$ cat src/rtl/bus_arbiter.sv
// Two-manager front end for system_bus: serialises manager 0 / manager 1 transactions,
// hides the bus idle-default responses from non-owners and aborts hung transfers.
module bus_arbiter #(
    parameter int ARBITRATION    = 0,
    parameter int TIMEOUT_CYCLES = 1024
) (
    input  logic        clock,
    input  logic        reset,
    input  logic [31:0] m0_rw_address,
    output logic [31:0] m0_read_data,
    input  logic        m0_read_request,
    output logic        m0_read_response,
    input  logic [31:0] m0_write_data,
    input  logic [3:0]  m0_write_strobe,
    input  logic        m0_write_request,
    output logic        m0_write_response,
    input  logic [31:0] m1_rw_address,
    output logic [31:0] m1_read_data,
    input  logic        m1_read_request,
    output logic        m1_read_response,
    input  logic [31:0] m1_write_data,
    input  logic [3:0]  m1_write_strobe,
    input  logic        m1_write_request,
    output logic        m1_write_response,
    output logic [31:0] bus_rw_address,
    input  logic [31:0] bus_read_data,
    output logic        bus_read_request,
    input  logic        bus_read_response,
    output logic [31:0] bus_write_data,
    output logic [3:0]  bus_write_strobe,
    output logic        bus_write_request,
    input  logic        bus_write_response,
    output logic        timeout_error
);
    localparam logic [1:0] IDLE = 2'd0, REQ = 2'd1, WAIT = 2'd2;
    localparam logic OWN_M0 = 1'b0, OWN_M1 = 1'b1;
    localparam bit WDOG_EN = TIMEOUT_CYCLES != 0;
    localparam int CW = WDOG_EN ? $clog2(TIMEOUT_CYCLES + 1) : 1;
    localparam logic [CW-1:0] CNT_LAST = CW'(WDOG_EN ? TIMEOUT_CYCLES - 1 : 0);

    logic [1:0]    state_q, state_d;
    logic          owner_q, owner_d;
    logic          op_wr_q, op_wr_d;
    logic          last_q, last_d;
    logic [CW-1:0] cnt_q, cnt_d;

    logic        m0_req, m1_req, win, win_wr, own_req, done, expire;
    logic        rsp_rd, rsp_wr;
    logic [31:0] rsp_data;

    assign m0_req  = m0_read_request | m0_write_request;
    assign m1_req  = m1_read_request | m1_write_request;
    assign own_req = (owner_q == OWN_M1) ? m1_req : m0_req;
    assign done    = op_wr_q ? bus_write_response : bus_read_response;
    assign expire  = WDOG_EN && (cnt_q == CNT_LAST) && !done;

    always_comb begin
        win = OWN_M0;
        if (m0_req && m1_req)
            win = (ARBITRATION == 1) ? OWN_M0 : ~last_q;
        else if (m1_req)
            win = OWN_M1;
    end

    // A request with both read and write high is taken as a read.
    assign win_wr = (win == OWN_M1) ? (m1_write_request & ~m1_read_request)
                                    : (m0_write_request & ~m0_read_request);

    assign bus_rw_address   = (owner_q == OWN_M1) ? m1_rw_address   : m0_rw_address;
    assign bus_write_data   = (owner_q == OWN_M1) ? m1_write_data   : m0_write_data;
    assign bus_write_strobe = (owner_q == OWN_M1) ? m1_write_strobe : m0_write_strobe;

    always_comb begin
        state_d           = state_q;
        owner_d           = owner_q;
        op_wr_d           = op_wr_q;
        last_d            = last_q;
        cnt_d             = cnt_q;
        bus_read_request  = 1'b0;
        bus_write_request = 1'b0;
        timeout_error     = 1'b0;
        rsp_rd            = 1'b0;
        rsp_wr            = 1'b0;
        rsp_data          = '0;
        case (state_q)
            IDLE: begin
                if (m0_req || m1_req) begin
                    owner_d = win;
                    op_wr_d = win_wr;
                    cnt_d   = '0;
                    state_d = REQ;
                end
            end
            REQ: begin
                // Bus responses here are its idle default and carry no meaning.
                bus_read_request  = ~op_wr_q;
                bus_write_request = op_wr_q;
                state_d           = WAIT;
            end
            WAIT: begin
                bus_read_request  = ~op_wr_q;
                bus_write_request = op_wr_q;
                if (done || expire) begin
                    // An owner that already dropped its request gets nothing.
                    rsp_rd        = ~op_wr_q & own_req;
                    rsp_wr        = op_wr_q & own_req;
                    rsp_data      = (done && !op_wr_q && own_req) ? bus_read_data : '0;
                    timeout_error = expire;
                    last_d        = owner_q;
                    cnt_d         = '0;
                    state_d       = IDLE;
                end else if (WDOG_EN) begin
                    cnt_d = cnt_q + 1'b1;
                end
            end
            default: state_d = IDLE;
        endcase
        if (reset) begin
            bus_read_request  = 1'b0;
            bus_write_request = 1'b0;
            timeout_error     = 1'b0;
            rsp_rd            = 1'b0;
            rsp_wr            = 1'b0;
            rsp_data          = '0;
        end
    end

    assign m0_read_response  = rsp_rd & (owner_q == OWN_M0);
    assign m0_write_response = rsp_wr & (owner_q == OWN_M0);
    assign m0_read_data      = (owner_q == OWN_M0) ? rsp_data : '0;
    assign m1_read_response  = rsp_rd & (owner_q == OWN_M1);
    assign m1_write_response = rsp_wr & (owner_q == OWN_M1);
    assign m1_read_data      = (owner_q == OWN_M1) ? rsp_data : '0;

    always_ff @(posedge clock) begin
        if (reset) begin
            state_q <= IDLE;
            owner_q <= OWN_M0;
            op_wr_q <= 1'b0;
            last_q  <= OWN_M1;
            cnt_q   <= '0;
        end else begin
            state_q <= state_d;
            owner_q <= owner_d;
            op_wr_q <= op_wr_d;
            last_q  <= last_d;
            cnt_q   <= cnt_d;
        end
    end
endmodule

$ cat config.mk
export PLATFORM = sky130hd
export DESIGN_NAME = bus_arbiter
export DESIGN_NICKNAME = d
export VERILOG_FILES = /design/src/rtl/bus_arbiter.sv
export SDC_FILE = /design/constraint.sdc
export NUM_CORES = 1
export LEC_CHECK = 0
export BUFFER_PORTS_ARGS = -buffer_cell sky130_fd_sc_hd__clkbuf_2
export CAP_MARGIN = 40
export CORE_AREA = 2 2 122 124
export CTS_BUF_LIST = sky130_fd_sc_hd__clkbuf_4 sky130_fd_sc_hd__clkbuf_8
export CTS_CLUSTER_DIAMETER = 30
export DETAILED_ROUTE_END_ITERATION = 8
export DIE_AREA = 0 0 124 126
export GPL_ROUTABILITY_DRIVEN = 0
export HOLD_SLACK_MARGIN = 0.12
export PLACE_DENSITY = 0.49
export SETUP_SLACK_MARGIN = 0.1
export SLEW_MARGIN = 10
export SYNTH_ARGS = -nofsm -noshare
export SYNTH_HDL_FRONTEND = slang
export SYNTH_SLANG_ARGS = --single-unit
$ cat constraint.sdc
create_clock -name clock -period 1.7 [get_ports clock]
set_input_delay 0.085 -clock clock [delete_from_list [all_inputs] [get_ports clock]]
set_output_delay 0.085 -clock clock [all_outputs]
set_load 0.005 [all_outputs]
==> results_dict.tcl <==
set metrics [dict create \
    synth_xor_area_share_pct 3.106 \
    max-cap-violations 0 \
    cp_data_arrival_time_ns 1.86 \
    timing.final.hold_violations 0 \
    area.sequential_um2 337.8 \
    firstDrtPassIters 4 \
    critPathKind "reg -> out" \
    cts.clk_slew.worst_paths_ns 0.07 \
    tritoncts "done" \
    yosys_warnings 0 \
    cts-hold-fix-buffers 0 \
    final_common_cell "clkbuf_2" \
    avgSynthCellArea_um2 8.386 \
    final_net_count 796 \
    yosys.area.top_type "mux2_2" \
    grt_max_degree 69 \
    synth.mux.area_fraction_pct 35.33 \
    cts-root-buf "clkbuf_8" \
    critPathLaunchType "flop" \
    syn-num-nets 449 \
    maxSlewViolCount 0 \
    initial_antenna_violation_count 1 \
    floorplan.io_pins 315 \
    finClkSkew_ns 0.005661 \
    post-route-period-util_pct 114.5 \
    yosys_register_bits 16 \
    hp-class "in -> reg" \
    die_y_um 126 \
    synth.cell_area_um2 2256 \
    violated_checks "setup timing" \
    relSlewSlack_pct 45.96 \
    wire_per_inst_um 16.33 \
    place_hpwl_um 10380 \
    combined_area_of_the_multi_input_logic_cells_um2 2185 \
    setup_viol_count_final 69 \
    synthFlopType "dfxtp_1" \
    initialDrtViolationCount 100 \
    route.detailed.vias_per_inst 4.233 \
    largest_family_of_logic_cells_by_synthesized_area "multiplexers" \
    post_synth_main_area_contributors "mux2_2 (34%), and2_1 (18%), dfxtp_1 (14%)" \
    latest_clock_arrival_within_the_worst_skew_pair_ns 0.25 \
    cts_buffer_depth 2 \
    seq_area_frac_synth_pct 14.20 \
    worst_r2r_path_depth 7 \
    synth_edf_count 0 \
    h-tree-depth 1 \
    final_cell_mix "clkbuf_2 (279), mux2_2 (66), buf_4 (35)" \
    fin_setup_tns_ns -14.69 \
    fin_util_pct 35.60 \
    r2r_slack_ns -0.06 \
    totalWireLength_um 13050 \
    netlist_instances 269 \
    critical_path_peak_fanout 16 \
    layout-area-overhead-vs-synth_pct 125.9 \
    power_per_cell_area_nw_per_um2 361.3 \
    status "finished with violations" \
    yosysTopAreaCellShare_pct 34.44 \
    required_ns 1.62 \
    synth_simple_gate_area_share_pct 29.45 \
    drcViolationCount 0 \
    achievable-frequency_ghz 0.5136 \
    grt_pass1_wl_um 16920 \
    floorplan.initialDensity_pct 15.76 \
    core_region_area_um2 14310 \
    routed-via-count 3382 \
    timing.critical_path.to_type "primary output" \
    global_route.usage.total_pct 14.07 \
    cts_inserted_buffers 3 \
    antenna_left 0 \
    clock_sinks 16 \
    post_synth_fa_ha_maj_area_fraction_pct 2.219 \
    drive_above_1_share_pct 84.23 \
    leakage_nw 2.550 \
    hold_depth 4 \
    place.port_buffers 314 \
    grt_pass1_vias 3137 \
    grt-ovfl-total 0 \
    timing_worst_slew_pin_value_ns 0.8021 \
    die-width_um 124 \
    design.die.area_um2 15620 \
    worst_ir_drop_vdd_v 0.0002018 \
    timing.final.ws_setup_ns -0.2471 \
    synth.lib_cells_used.distinct 40 \
    post-route-min-period_ns 1.947 \
    fillCellCount 1443 \
    antenna_cells_inserted 0 \
    rsz0062_at_grt "yes" \
    fp-row-count 44 \
    synth_compound_gate_area_share_pct 10.37 \
    ys_async_sr_fraction_pct 0 \
]
-- path summary, 6_finish.rpt --
path / startpoint / to
worst min register to register: state_q[1] / state_q[1]
worst max-delay path: state_q[0] / m1_read_data[2]
worst min-delay path: m1_read_request / op_wr_q
worst max register to register: state_q[0] / cnt_q[10]
-- cell usage after synthesis (2+ instances only) --
cell       instances
and2_1            64
nand2_1            8
a21o_1             2
clkbuf_1          15
buf_4              2
a211oi_1           4
nor2_1             8
a2111oi_0          4
nand3_1            2
mux2_2            69
inv_1              6
o211ai_1           2
ha_1               4
a211oi_2           2
clkbuf_2           3
mux2i_1            2
nor3_1             9
xnor2_1            7
nor4b_1            2
nor4_1             4
nand2b_1           4
a21oi_1            7
dfxtp_1           16
nand4_1            2
o21ai_0            6
-- worst max-delay path, stage by stage (launching register included) --
cell,delay (ns)
dfxtp_2,0.34
inv_4,0.06
ha_4,0.14
nand2b_4,0.05
or3b_4,0.40
nor2_4,0.10
buf_4,0.13
buf_12,0.13
and2_1,0.14
clkbuf_2,0.11
-- flip-flops by register name, indices dropped and copies added, names as in the netlist --
register / cells
cnt_q: 11
last_q: 1
op_wr_q: 1
owner_q: 1
state_q: 2
-- cells by family after synthesis --
logic type                 after synthesis
xor gates and xnor gates                 8
AOI/OAI and AO/OA                       32
muxes                                   71
DFF                                     16
buffers and inverters                   27
adders and majority gates                4
and+or+nand+nor                        111
-- power by group --
part | switching [mW] | internal, mW | leakage (nW)
clock | 0.144 | 0.206 | 0.0288
combinational | 0.472 | 0.600 | 2.39
sequential | 0.0267 | 0.392 | 0.135
-- metrics by stage --
step	std cells	power (mW)	setup slack, ns	hold WS (ns)	instance area (um2)
2_1_floorplan	269	0.8392	0.06436	0.2686	2312
5_1_grt	799	1.953	-0.3350	0.1952	5096
3_5_place_dp	777	1.333	-0.1402	0.4432	4284
4_1_cts	794	1.779	-0.2316	0.1728	4652
3_3_place_gp	777	1.328	-0.1201	0.4372	4284
6_report	799	1.841	-0.2471	0.1727	5096
-- what timing repair did --
item / in CTS / in global routing
endpoints found under the hold margin: 0 / 0
setup buffers: 10 / 4
gates resized for setup: 44 / 109
gates cloned: 3 / 3
setup endpoints to repair: 86 / 149
pin swaps: 21 / 43
-- cell type report --
cell class | count | area share [%]
repair buffers | 362 | 44.41
flip-flops and latches | 16 | 6.629
multi-input cells | 227 | 42.87
well taps | 184 | 4.518
inverters | 6 | 0.4910
clock buffers | 4 | 1.080
-- per-layer routing --
metal	global-route usage (%)	wire [um]
met5	0	13
met2	27.60	7077
met3	2.536	1182
met1	16.18	4743
met4	0.9914	28
No activity file was read; power rests on OpenSTA's default activity.
